==> config.mk <==
export PLATFORM = sky130hd
export DESIGN_NAME = cpu_run_controller
export DESIGN_NICKNAME = d
export VERILOG_FILES = /design/src/rtl/cpu_run_ctrl_pkg.sv /design/src/rtl/cpu_run_controller_run_watchdog.sv /design/src/rtl/cpu_run_controller.sv
export SDC_FILE = /design/constraint.sdc
export NUM_CORES = 1
export LEC_CHECK = 0
export ABC_CLOCK_PERIOD_IN_PS = 3750
export BUFFER_PORTS_ARGS = -buffer_cell sky130_fd_sc_hd__buf_4
export CORE_MARGIN = 10
export CORE_UTILIZATION = 51
export CTS_BUF_LIST = sky130_fd_sc_hd__clkbuf_4 sky130_fd_sc_hd__clkbuf_8
export DETAILED_ROUTE_END_ITERATION = 10
export GPL_ROUTABILITY_DRIVEN = 0
export HOLD_SLACK_MARGIN = 0.12
export PLACE_DENSITY_LB_ADDON = 0.2
export SETUP_SLACK_MARGIN = 0.4
export SLEW_MARGIN = 40
export SYNTH_ARGS = -nofsm -noshare
export SYNTH_HDL_FRONTEND = slang
export SYNTH_SLANG_ARGS = --single-unit
==> constraint.sdc <==
create_clock -name clock -period 3.75 [get_ports clock]
set_input_delay 0.375 -clock clock [delete_from_list [all_inputs] [get_ports clock]]
set_output_delay 0.375 -clock clock [all_outputs]
set_load 0.01 [all_outputs]
==> src/rtl/cpu_run_ctrl_pkg.sv <==
// ============================================================================
// Module   : cpu_run_ctrl_pkg
// Brief    : Shared state encoding and default widths for the run controller.
// Revision : 1.0 - initial release
// ============================================================================
`default_nettype none

package cpu_run_ctrl_pkg;

  localparam int CPU_ADDR_W    = 5;
  localparam int CPU_DATA_W    = 16;
  localparam int CPU_MEM_DEPTH = 32;

  localparam int STATE_W = 3;

  localparam logic [STATE_W-1:0] c_st_idle    = 3'd0;
  localparam logic [STATE_W-1:0] c_st_load    = 3'd1;
  localparam logic [STATE_W-1:0] c_st_run     = 3'd2;
  localparam logic [STATE_W-1:0] c_st_halted  = 3'd3;
  localparam logic [STATE_W-1:0] c_st_timeout = 3'd4;

endpackage

`default_nettype wire

==> src/rtl/cpu_run_controller_run_watchdog.sv <==
// ============================================================================
// Module   : run_watchdog
// Brief    : RUN-cycle counter with optional timeout compare.
// Revision : 1.0 - initial release
// ============================================================================
`default_nettype none

module run_watchdog
  import cpu_run_ctrl_pkg::*;
#(
  parameter int TIMEOUT_CYCLES = 4096,
  parameter int CNT_W          = 32
) (
  input  logic             clock,
  input  logic             reset,
  input  logic             clear,
  input  logic             enable,
  input  logic             halt,
  output logic [CNT_W-1:0] count,
  output logic             expired
);

  localparam bit               c_wd_on = (TIMEOUT_CYCLES != 0);
  localparam logic [CNT_W-1:0] c_limit = c_wd_on ? CNT_W'(TIMEOUT_CYCLES - 1) : '0;

  logic [CNT_W-1:0] r_count;

  // The halting cycle is still counted, so count equals the number of RUN cycles.
  always_ff @(posedge clock or posedge reset) begin
    if (reset) begin
      r_count <= '0;
    end else if (clear) begin
      r_count <= '0;
    end else if (enable) begin
      r_count <= r_count + 1'b1;
    end
  end

  assign count   = r_count;
  assign expired = c_wd_on && enable && !halt && (r_count == c_limit);

endmodule

`default_nettype wire

==> src/rtl/cpu_run_controller.sv <==
// ============================================================================
// Module   : cpu_run_controller
// Brief    : Load / run / readback sequencer owning the shared memory port.
// Revision : 1.0 - initial release
// ============================================================================
`default_nettype none

module cpu_run_controller
  import cpu_run_ctrl_pkg::*;
#(
  parameter int ADDR_W         = CPU_ADDR_W,
  parameter int DATA_W         = CPU_DATA_W,
  parameter int MEM_DEPTH      = CPU_MEM_DEPTH,
  parameter int TIMEOUT_CYCLES = 4096,
  parameter int CNT_W          = 32
) (
  input  logic              clock,
  input  logic              reset,
  input  logic              load_start,
  input  logic              abort,
  input  logic              host_valid,
  output logic              host_ready,
  input  logic [DATA_W-1:0] host_data,
  input  logic              host_last,
  input  logic              rd_req,
  input  logic [ADDR_W-1:0] rd_addr,
  output logic              rd_valid,
  output logic [DATA_W-1:0] rd_data,
  input  logic [ADDR_W-1:0] core_mem_addr,
  input  logic [DATA_W-1:0] core_mem_write_data,
  input  logic              core_mem_write,
  input  logic              core_halted,
  output logic [DATA_W-1:0] core_mem_read_data,
  output logic              core_reset,
  output logic              core_start_execution,
  output logic [ADDR_W-1:0] mem_addr,
  output logic [DATA_W-1:0] mem_write_data,
  output logic              mem_write,
  input  logic [DATA_W-1:0] mem_read_data,
  output logic              busy,
  output logic              done,
  output logic              timeout,
  output logic [CNT_W-1:0]  cycle_count
);

  localparam logic [ADDR_W-1:0] c_last_addr = ADDR_W'(MEM_DEPTH - 1);

  logic [STATE_W-1:0] r_state;
  logic [STATE_W-1:0] w_next_state;
  logic [ADDR_W-1:0]  r_load_ptr;
  logic               r_rd_valid;
  logic [DATA_W-1:0]  r_rd_data;
  logic               w_accept;
  logic               w_load_end;
  logic               w_enter_load;
  logic               w_readback;
  logic               w_in_run;
  logic               w_wd_expired;

  assign w_accept     = (r_state == c_st_load) && host_valid;
  assign w_load_end   = w_accept && (host_last || (r_load_ptr == c_last_addr));
  assign w_enter_load = (r_state != c_st_load) && (w_next_state == c_st_load);
  assign w_readback   = (r_state == c_st_halted) || (r_state == c_st_timeout);
  assign w_in_run     = (r_state == c_st_run);

  run_watchdog #(
    .TIMEOUT_CYCLES (TIMEOUT_CYCLES),
    .CNT_W          (CNT_W)
  ) u_run_watchdog (
    .clock   (clock),
    .reset   (reset),
    .clear   (w_enter_load),
    .enable  (w_in_run),
    .halt    (core_halted),
    .count   (cycle_count),
    .expired (w_wd_expired)
  );

  always_ff @(posedge clock or posedge reset) begin
    if (reset) begin
      r_state <= c_st_idle;
    end else begin
      r_state <= w_next_state;
    end
  end

  always_comb begin
    w_next_state = r_state;
    if (abort) begin
      w_next_state = c_st_idle;
    end else begin
      case (r_state)
        c_st_idle:    if (load_start) w_next_state = c_st_load;
        c_st_load:    if (w_load_end) w_next_state = c_st_run;
        // Halt is checked first so a simultaneous timeout loses.
        c_st_run: begin
          if (core_halted)       w_next_state = c_st_halted;
          else if (w_wd_expired) w_next_state = c_st_timeout;
        end
        c_st_halted,
        c_st_timeout: if (load_start) w_next_state = c_st_load;
        default:      w_next_state = c_st_idle;
      endcase
    end
  end

  always_comb begin
    host_ready           = 1'b0;
    core_reset           = 1'b0;
    core_start_execution = 1'b0;
    busy                 = 1'b0;
    done                 = 1'b0;
    timeout              = 1'b0;
    mem_addr             = '0;
    mem_write_data       = '0;
    mem_write            = 1'b0;
    case (r_state)
      c_st_idle: core_reset = 1'b1;
      c_st_load: begin
        core_reset     = 1'b1;
        host_ready     = 1'b1;
        busy           = 1'b1;
        mem_addr       = r_load_ptr;
        mem_write_data = host_data;
        mem_write      = host_valid;
      end
      c_st_run: begin
        core_start_execution = 1'b1;
        busy                 = 1'b1;
        mem_addr             = core_mem_addr;
        mem_write_data       = core_mem_write_data;
        mem_write            = core_mem_write;
      end
      c_st_halted: begin
        done     = 1'b1;
        mem_addr = rd_addr;
      end
      c_st_timeout: begin
        timeout  = 1'b1;
        mem_addr = rd_addr;
      end
      default: core_reset = 1'b1;
    endcase
  end

  always_ff @(posedge clock or posedge reset) begin
    if (reset) begin
      r_load_ptr <= '0;
    end else if (w_enter_load) begin
      r_load_ptr <= '0;
    end else if (w_accept) begin
      r_load_ptr <= r_load_ptr + 1'b1;
    end
  end

  always_ff @(posedge clock or posedge reset) begin
    if (reset) begin
      r_rd_valid <= 1'b0;
      r_rd_data  <= '0;
    end else begin
      r_rd_valid <= w_readback && rd_req;
      if (w_readback && rd_req) begin
        r_rd_data <= mem_read_data;
      end
    end
  end

  assign rd_valid           = r_rd_valid;
  assign rd_data            = r_rd_data;
  assign core_mem_read_data = mem_read_data;

endmodule

`default_nettype wire
==> flow_summary.json, run 1 <==
{
  "crit_required_ns": 3.96,
  "hold_path_end": "r_state[2]",
  "syn2layout_area_growth_pct": 42.1,
  "drt_first_pass_iters": 4,
  "finalSetupViolCount": 0,
  "start_util_pct": 53.0,
  "reg2reg_depth": 6,
  "cts.clk_slew.worst_paths_ns": 0.06,
  "drv_slew": 0,
  "hp-start": "abort",
  "yosys_warnings": 0,
  "post-route-min-period_ns": 2.94,
  "worst_hold_path_type": "in -> reg",
  "cap_violations": 0,
  "grt_start_max_net_pins": 38,
  "tightestPinTransition_ns": 0.720,
  "synth_area_leaders": "dfrtp_1 45%, mux2_2 7.4%, nor2_1 5.3%",
  "slowest_stage": "dfrtp_1",
  "nFillCells": 434,
  "via_per_inst": 5.39,
  "ioPinCount": 160,
  "dieArea_sq_um": 9790,
  "critPathKind": "reg -> reg",
  "port_buffers": 159,
  "final_core_util_pct": 75.4,
  "p_per_area_nw_per_um2": 344,
  "seq_area_frac_synth_pct": 44.9,
  "drive_gt1_share_pct": 44.1,
  "avgSynthCellArea_sq_um": 9.78,
  "cts_resized": 0,
  "drtIter0Drc": 176,
  "synth_largest_area_cell": "dfrtp_1",
  "r2r-start": "r_state[1]",
  "rows": 28,
  "grt_overflow": 0,
  "crit_start": "r_state[1]",
  "synthTopCellsByCount": "57 x dfrtp_1, 45 x nor2_1, 25 x nand2_1",
  "drc": 0,
  "cts_buffer_depth": 2,
  "crit_arrival_ns": 3.15,
  "peakVddDrop_v": 0.000230,
  "num_vias": 2972,
  "cts_root_buffer": "clkbuf_8",
  "cts_tree": "yes",
  "antenna_found_initial": 0,
  "antenna_cells": 0,
  "min_delay_path_depth": 2,
  "synth-seq-cells": 57,
  "grt_pass1_vias": 3131,
  "critPathTopFamily": "simple AND/OR/NAND/NOR gates",
  "fin_skew_ns": 0.00878,
  "cts_buffers": 9,
  "r2r-end": "u_run_watchdog.count[27]",
  "wl_per_cell_microns": 17.3,
  "status": "completed",
  "synth_ff_type": "dfrtp_1",
  "post_cts_buffers": 0,
  "crit_chain": "or3b_1 > or3_4 > or4_4 > a221oi_4 > buf_4 > nor2_1",
  "max_stage_delay_ns": 0.57,
  "dp_hpwl_mm": 7.67,
  "period_share_pct": 78.5,
  "ys_async_sr_fraction_pct": 100,
  "track_usage_pct": 19.1,
  "syn_area_sq_um": 3180,
  "tns_ns": 0,
  "nets": 542,
  "core_sq_um": 5990,
  "clock_latency_ns": 0.34,
  "yosysMostFrequentCell": "dfrtp_1",
  "r2r_slack_ns": 0.81,
  "hold_viol": 0,
  "rsz0062_at_grt": "no",
  "die_y_microns": 98.9,
  "h-tree-depth": 3,
  "synth_edf_count": 0,
  "leakagePower_nw": 2.28,
  "synth_top_area_share_pct": 44.9,
  "cp.buffers_inverters": 1,
  "synthesis.nets": 395,
  "end_kind": "flop",
  "wirelength_mm": 9.54,
  "die_w_microns": 98.9,
  "slew-limit-headroom_pct": 51.6,
  "start_kind": "flop",
  "ant_nets": 0,
  "ys_types": 37,
  "synthCells": 325,
  "numClockSinks": 57,
  "grt_pass1_wl_mm": 15.5,
  "timing.fmax_ghz": 0.340,
  "critPathMaxFanout": 37
}
==> metrics by stage <==
step	hold WS (ns)	std cells	power (mW)	cell area, sq um	setup slack (ns)
final	0.245	551	1.55	4520	0.806
after floorplan	0.438	325	0.858	3180	1.31
after detailed placement	0.455	535	1.04	4320	0.802
after global placement	0.451	535	1.03	4320	0.920
after global routing	0.245	551	1.63	4520	0.643
after CTS	0.236	551	1.57	4520	0.806
==> kinds of logic (layout without fill, tap and decap cells) <==
| group | after synthesis | count (layout) | share of synthesized area [%] |
|---|---|---|---|
| multiplexers | 21 | 21 | 7.44 |
| AND/OR/NAND/NOR | 134 | 134 | 20.7 |
| XOR/XNOR | 33 | 33 | 9.09 |
| AO/OA/AOI/OAI | 40 | 40 | 9.76 |
| flip-flops | 57 | 57 | 44.9 |
| buffers and inverters | 37 | 188 | 6.97 |
| adder cells (fa/ha/maj) | 3 | 3 | 1.18 |
==> worst reg2reg max path: cells and delay by family, from the launching register on <==
kind | cells | cell delay [ns]
and+or+nand+nor | 4 | 1.57
buffers and inverters | 1 | 0.39
DFF | 1 | 0.57
AOI/OAI and AO/OA | 1 | 0.29
==> where the power goes <==
part,total (mW),switching (mW),internal [mW]
clock,0.530,0.234,0.296
combinational,0.330,0.146,0.184
sequential,0.694,0.0355,0.658
total,1.55,0.415,1.14
==> sequential cells by signal, summed over array words and instances (netlist names) <==
signal,count
rd_valid,1
r_state,3
r_load_ptr,5
u_run_watchdog.count,32
rd_data,16
==> timing repair <==
item / CTS / global route
hold buffers: 1 / 0
endpoints found under the setup margin: 0 / 0
hold endpoints to repair: 25 / 0
==> worst max path at each step <==
stage,to,slack [ns],depth (start not counted)
global placement,u_run_watchdog.count[29],0.92,6
global route,u_run_watchdog.count[23],0.64,6
finish,u_run_watchdog.count[27],0.81,6
CTS,u_run_watchdog.count[27],0.81,6
floorplan,u_run_watchdog.count[0],1.31,6
detailed placement,u_run_watchdog.count[27],0.80,6
==> cell usage in the layout (no fill, tap or decap), types with 4 or more instances in the layout <==
| master | netlist | routed |
|---|---|---|
| a22o_1 | 16 | 16 |
| xnor2_1 | 16 | 16 |
| mux2_2 | 21 | 21 |
| xor2_1 | 17 | 17 |
| inv_1 | 7 | 6 |
| nand4_1 | 8 | 8 |
| a22oi_1 | 6 | 6 |
| nor3_1 | 9 | 9 |
| or4_1 | 4 | 4 |
| o21ai_0 | 6 | 6 |
| buf_4 | 16 | 165 |
| nor2_1 | 45 | 45 |
| nand2_1 | 25 | 25 |
| dfrtp_1 | 57 | 57 |
| nor4_1 | 7 | 7 |
| nand3_1 | 17 | 17 |
| clkbuf_8 | 0 | 12 |
| or2_2 | 4 | 4 |
| a21oi_1 | 5 | 5 |
==> final cells by class <==
| cell class | instances | area (sq um) | area share, % |
|---|---|---|---|
| Clock buffer | 13 | 173 | 3.82 |
| Clock inverter | 2 | 12.5 | 0.277 |
| Inverter | 7 | 26.3 | 0.582 |
| Multi-Input combinational cell | 231 | 1540 | 34.0 |
| Sequential cell | 57 | 1430 | 31.6 |
| Tap cell | 75 | 93.8 | 2.08 |
| Timing Repair Buffer | 166 | 1250 | 27.7 |
==> metal layers <==
metal	GRT usage (%)	wire length, microns	up-vias
met4	7.50	167	0
met1	21.7	3760	1389
met3	7.82	1040	13
met2	31.5	4570	151
li1	-	-	1419
met5	0	0	-
(Power assumes the default switching activity.)
==> inputs of run 2 (changes only) <==
--- a/config.mk
+++ b/config.mk
@@ -5,10 +5,10 @@
 export SDC_FILE = /design/constraint.sdc
 export NUM_CORES = 1
 export LEC_CHECK = 0
-export ABC_CLOCK_PERIOD_IN_PS = 3750
+export ABC_CLOCK_PERIOD_IN_PS = 3000
 export BUFFER_PORTS_ARGS = -buffer_cell sky130_fd_sc_hd__buf_4
 export CORE_MARGIN = 10
-export CORE_UTILIZATION = 51
+export CORE_UTILIZATION = 47
 export CTS_BUF_LIST = sky130_fd_sc_hd__clkbuf_4 sky130_fd_sc_hd__clkbuf_8
 export DETAILED_ROUTE_END_ITERATION = 10
 export GPL_ROUTABILITY_DRIVEN = 0
==> constraint.sdc (replaced) <==
create_clock -name clock -period 3 [get_ports clock]
set_input_delay 0.3 -clock clock [delete_from_list [all_inputs] [get_ports clock]]
set_output_delay 0.3 -clock clock [all_outputs]
set_load 0.01 [all_outputs]
==> run 2 against run 1 <==
  * Maximum frequency increased by 16%
  * Wire length increased by 3.7%
  * Worst setup slack got worse by 0.34 ns
  * Non-clock buffer count increased by 8
  * Clock-buffer cell count increased by 1
  * First-iteration DRC count increased by 31%
  * Hold slack got worse by 0.062 ns
  * Via count increased by 1.1%
  * Register-to-register slack got worse by 0.34 ns
  * Die area increased by 6.8%
  * Total power increased by 26%
  * Critical path depth increased by 1
  * Largest power group unchanged
  * Highest routed layer unchanged
==> flow_summary.json, run 2 (same netlist as run 1, synthesis figures left out) <==
{
  "cts.clk_slew.worst_paths_ns": 0.06,
  "wl_met1_mm": 3.76,
  "crit_chain": "or3b_1 > or3_4 > or4_4 > a221oi_4 > buf_4 > buf_12 > nor2_1",
  "cp-endpoint": "u_run_watchdog.count[9]",
  "multi_input_area_sq_um": 1540,
  "die_w_microns": 102,
  "peakVddDrop_v": 0.000332,
  "regArea_sq_um": 1430,
  "syn2layout_area_growth_pct": 45.4,
  "cts_buffer_depth": 2,
  "grt_overflow": 0,
  "end_kind": "flop",
  "critPathKind": "reg -> reg",
  "antenna_cells": 0,
  "h-tree-depth": 3,
  "rows": 29,
  "fin_ws_ns": 0.464,
  "port_buffers": 159,
  "hold_viol": 0,
  "grt_start_max_net_pins": 40,
  "dieArea_sq_um": 10500,
  "max_stage_delay_ns": 0.47,
  "die_y_microns": 102,
  "dp_hpwl_mm": 7.68,
  "antenna_found_initial": 0,
  "cts_buffers": 9,
  "drt_first_pass_iters": 5,
  "start_util_pct": 49.2,
  "drv_slew": 0,
  "drtIter0Drc": 231,
  "worst_hold_path_type": "in -> reg",
  "final_cell_mix": "170 x buf_4, 56 x dfrtp_1, 45 x nor2_1",
  "drive_gt1_share_pct": 45.6,
  "wl_met3_mm": 1.31,
  "wirelength_mm": 9.89,
  "wl_per_cell_microns": 17.6,
  "r2r-start": "r_state[2]",
  "ioPinCount": 160,
  "period_share_pct": 84.5,
  "finalSetupViolCount": 0,
  "via_per_inst": 5.35,
  "nets": 550,
  "core_sq_um": 6460,
  "cap_violations": 0,
  "grt_pass1_vias": 3128,
  "p_per_area_nw_per_um2": 424,
  "final_core_util_pct": 71.5,
  "critPathMaxFanout": 19,
  "grt_pass1_wl_mm": 15.1,
  "cts_tree": "yes",
  "r2r-end": "u_run_watchdog.count[9]",
  "start_kind": "flop",
  "final_common_cell": "buf_4",
  "fin_skew_ns": 0.00718,
  "crit_start": "r_state[2]",
  "r2r_slack_ns": 0.46,
  "post-route-min-period_ns": 2.54,
  "leakagePower_nw": 2.32,
  "tightestPinTransition_ns": 0.672,
  "fin_area_sq_um": 4620,
  "slew-limit-headroom_pct": 55.1,
  "post-place-ws_ns": 0.320,
  "clock_latency_ns": 0.33,
  "rsz0062_at_grt": "no",
  "track_usage_pct": 18.2,
  "drc": 0,
  "tns_ns": 0,
  "ant_nets": 0,
  "largest_reg_flops": 32,
  "crit_required_ns": 3.22,
  "status": "completed",
  "reg2reg_depth": 7,
  "slowest_stage": "dfrtp_2",
  "numClockSinks": 57,
  "crit_arrival_ns": 2.75,
  "wl_met2_mm": 4.72,
  "cts_root_buffer": "clkbuf_8",
  "timing.fmax_ghz": 0.394,
  "nFillCells": 478,
  "num_vias": 3006,
  "holdWs_ns": 0.183,
  "post_dp_cell_area_sq_um": 4350,
  "top_layer": "met4"
}
-- run 2: worst min-delay path by stage --
stage / start / to / slack, ns / cells past startpoint
after floorplan: abort / r_state[2] / 0.36 / 1
after global placement: rd_data[7] / rd_data[7] / 0.49 / 1
after detailed placement: rd_data[2] / rd_data[2] / 0.49 / 1
after CTS: reset / rd_data[7] / 0.16 / 2
after global routing: abort / r_state[0] / 0.17 / 2
final: abort / r_state[0] / 0.18 / 2
-- run 2: final cells by class --
type / instances / area share, %
clock inverter: 2 / 0.271
clock buffer: 14 / 3.76
multi-input combinational: 231 / 33.2
timing repair buffer: 174 / 29.1
inverter: 7 / 0.677
tap: 77 / 2.09
sequential: 57 / 30.9
-- run 2: worst max-delay path, delay by kind of cell, from the launching register on --
family	cells	cell delay (ns)
compound gates	1	0.28
buf+inv	2	0.35
simple gates	4	1.32
flops	1	0.47
-- run 2: where the power goes --
part | leakage, nW | switching (mW) | internal [mW]
clock network | 0.0969 | 0.293 | 0.371
registers | 0.783 | 0.0373 | 0.823
logic | 1.44 | 0.191 | 0.244
-- run 2: timing repair --
| action | CTS | global route |
|---|---|---|
| hold endpoints to repair | 0 | 37 |
| setup buffers | 0 | 2 |
| gates cloned | 0 | 2 |
| endpoints found under the setup margin | 42 | 37 |
| pin swaps | 0 | 2 |
| gates resized for setup | 2 | 3 |
| hold buffers | 0 | 1 |
-- run 2: metal layers --
metal	up-vias	global-route usage [%]
met5	-	0
met4	0	6.18
met3	12	10.5
met2	147	30.0
met1	1409	19.3
li1	1438	-
-- run 2: through the flow --
step                total power [mW]  instances
floorplan                       1.07        325
global placement                1.29        541
detailed placement              1.30        541
CTS                             1.96        557
global route                    2.05        562
finish                          1.96        562
==> inputs of run 3 (changes only) <==
--- a/config.mk
+++ b/config.mk
@@ -5,10 +5,10 @@
 export SDC_FILE = /design/constraint.sdc
 export NUM_CORES = 1
 export LEC_CHECK = 0
-export ABC_CLOCK_PERIOD_IN_PS = 3000
+export ABC_CLOCK_PERIOD_IN_PS = 2200
 export BUFFER_PORTS_ARGS = -buffer_cell sky130_fd_sc_hd__buf_4
 export CORE_MARGIN = 10
-export CORE_UTILIZATION = 47
+export CORE_UTILIZATION = 43
 export CTS_BUF_LIST = sky130_fd_sc_hd__clkbuf_4 sky130_fd_sc_hd__clkbuf_8
 export DETAILED_ROUTE_END_ITERATION = 10
 export GPL_ROUTABILITY_DRIVEN = 0
==> constraint.sdc (replaced) <==
create_clock -name clock -period 2.2 [get_ports clock]
set_input_delay 0.22 -clock clock [delete_from_list [all_inputs] [get_ports clock]]
set_output_delay 0.22 -clock clock [all_outputs]
set_load 0.01 [all_outputs]
==> run 3 against run 2 <==
  * The flow now finishes with violations (negative setup slack)
  * Wire length rose by 19%
  * Final cell count rose by 17%
  * Combinational power rose by 79%
  * Highest routed layer unchanged
  * First-iteration DRC count fell by 48%
  * Total power rose by 50%
  * Largest power group unchanged
  * Flip-flop and latch count did not move
  * Clock-buffer cell count fell by 3
  * Critical endpoint is now u_run_watchdog.count[6]
  * Hold slack got worse by 0.057 ns
==> flow_summary.json, run 3 (same netlist as run 1, synthesis figures left out) <==
{
  "drv_slew": 0,
  "crit_required_ns": 2.41,
  "grt_pass1_vias": 3661,
  "final_core_util_pct": 77.6,
  "fin_area_sq_um": 5600,
  "start_util_pct": 44.1,
  "period_share_pct": 110,
  "via_per_inst": 5.16,
  "cts_root_buffer": "clkbuf_8",
  "grt_pass1_wl_mm": 18.1,
  "track_usage_pct": 19.8,
  "fin_ws_ns": -0.229,
  "ant_nets": 0,
  "final_cell_mix": "198 x buf_4, 57 x dfrtp_1, 42 x nor2_1",
  "violations": "negative setup slack",
  "ioPinCount": 160,
  "rows": 31,
  "h-tree-depth": 3,
  "antenna_cells": 0,
  "slew-limit-headroom_pct": 64.2,
  "num_vias": 3392,
  "cts_buffers": 9,
  "syn2layout_area_growth_pct": 76.3,
  "dieArea_sq_um": 11200,
  "grt_start_max_net_pins": 38,
  "hold_viol": 0,
  "cts_buffer_depth": 2,
  "cts_tree": "yes",
  "fin_skew_ns": 0.0111,
  "p_per_area_nw_per_um2": 525,
  "post-route-min-period_ns": 2.43,
  "critPathKind": "reg -> reg",
  "post_dp_cell_area_sq_um": 4700,
  "largest_reg_flops": 32,
  "drc": 0,
  "drtIter0Drc": 121,
  "cap_violations": 0,
  "critPathMaxFanout": 19,
  "dp_hpwl_mm": 8.20,
  "peakVddDrop_v": 0.000297,
  "start_kind": "flop",
  "status": "finished, violations left",
  "rsz0062_at_grt": "yes",
  "worst_hold_path_type": "in -> reg",
  "crit_arrival_ns": 2.64,
  "drive_gt1_share_pct": 54.6,
  "port_buffers": 159,
  "die_y_microns": 106,
  "drt_first_pass_iters": 4,
  "end_kind": "flop",
  "numClockSinks": 57,
  "finalSetupViolCount": 44,
  "leakagePower_nw": 2.82,
  "wirelength_mm": 11.8,
  "clock_latency_ns": 0.34,
  "cts.clk_slew.worst_paths_ns": 0.06,
  "timing.fmax_ghz": 0.412,
  "nets": 624,
  "final_common_cell": "buf_4",
  "antenna_found_initial": 0,
  "wl_per_cell_microns": 17.9,
  "tightestPinTransition_ns": 0.534,
  "die_w_microns": 106,
  "grt_overflow": 0,
  "core_sq_um": 7210
}
## run 3: cell count changes in the layout (fill, tap and decap cells not counted), sizes merged
cell and change:
clkinvlp -1, clkbuf -3, and2 +1, bufinv +1, buf +65, dlygate4sd3 +8
clkinv +3
## run 3: metrics by stage
stage	power, mW	setup TNS, ns	hold slack (ns)	instances	setup WS, ns
final	2.94	-7.92	0.127	658	-0.229
after global routing	3.08	-10.81	0.122	658	-0.285
after CTS	2.92	-5.65	0.120	648	-0.161
after detailed placement	1.81	-5.70	0.232	603	-0.175
after global placement	1.79	-4.18	0.227	603	-0.115
after floorplan	1.46	-7.61	0.283	325	-0.232
## run 3: layout make-up
type	instances	area (sq um)
clock buffers	11	151
clock inverters	5	53.8
fillers	482	1610
inverters	7	42.5
multi-input cells	232	1680
flip-flops and latches	57	1430
well taps	99	124
repair buffers	247	2130
## run 3: metal layers
metal,GRT usage [%],vias up,wire [microns]
li1,-,1593,-
met1,20.2,1628,4280
met2,34.8,152,6050
met3,9.12,19,1240
met4,7.35,0,199
met5,0,-,0
## run 3: worst max-delay path, cell delays in order, from the launching register on
cell and delay (ns):
dfrtp_1 0.37, or3b_4 0.41, or3_4 0.40, or4_4 0.45, a221oi_4 0.30, buf_4 0.17
buf_12 0.15, a21oi_1 0.06
## run 3: path summary, 6_finish.rpt
| kind | cells after the start | slack (ns) | startpoint | end |
|---|---|---|---|---|
| max | 7 | -0.23 | r_state[0] | u_run_watchdog.count[6] |
| max reg2reg | 7 | -0.23 | r_state[0] | u_run_watchdog.count[6] |
| min in group asynchronous | 3 | 0.42 | reset | rd_data[15] |
| max in group asynchronous | 4 | 1.13 | reset | u_run_watchdog.count[8] |
| min reg2reg | 1 | 0.51 | rd_data[10] | rd_data[10] |
| min | 2 | 0.13 | mem_read_data[6] | rd_data[6] |
## run 3: repair_timing
action | 4_1_cts | 5_1_grt
hold buffers | 9 | 0
cloned | 5 | 2
hold endpoints to repair | 26 | 0
pin swaps | 23 | 2
buffers inserted | 15 | 8
resized for setup | 68 | 15
endpoints found under the setup margin | 82 | 82
## run 3: power by group
part / switching, mW / leakage [nW] / total (mW) / internal, mW
logic: 0.327 / 1.92 / 0.780 / 0.453
clock network: 0.415 / 0.109 / 0.994 / 0.580
registers: 0.0425 / 0.785 / 1.16 / 1.12
total: 0.784 / 2.82 / 2.94 / 2.15
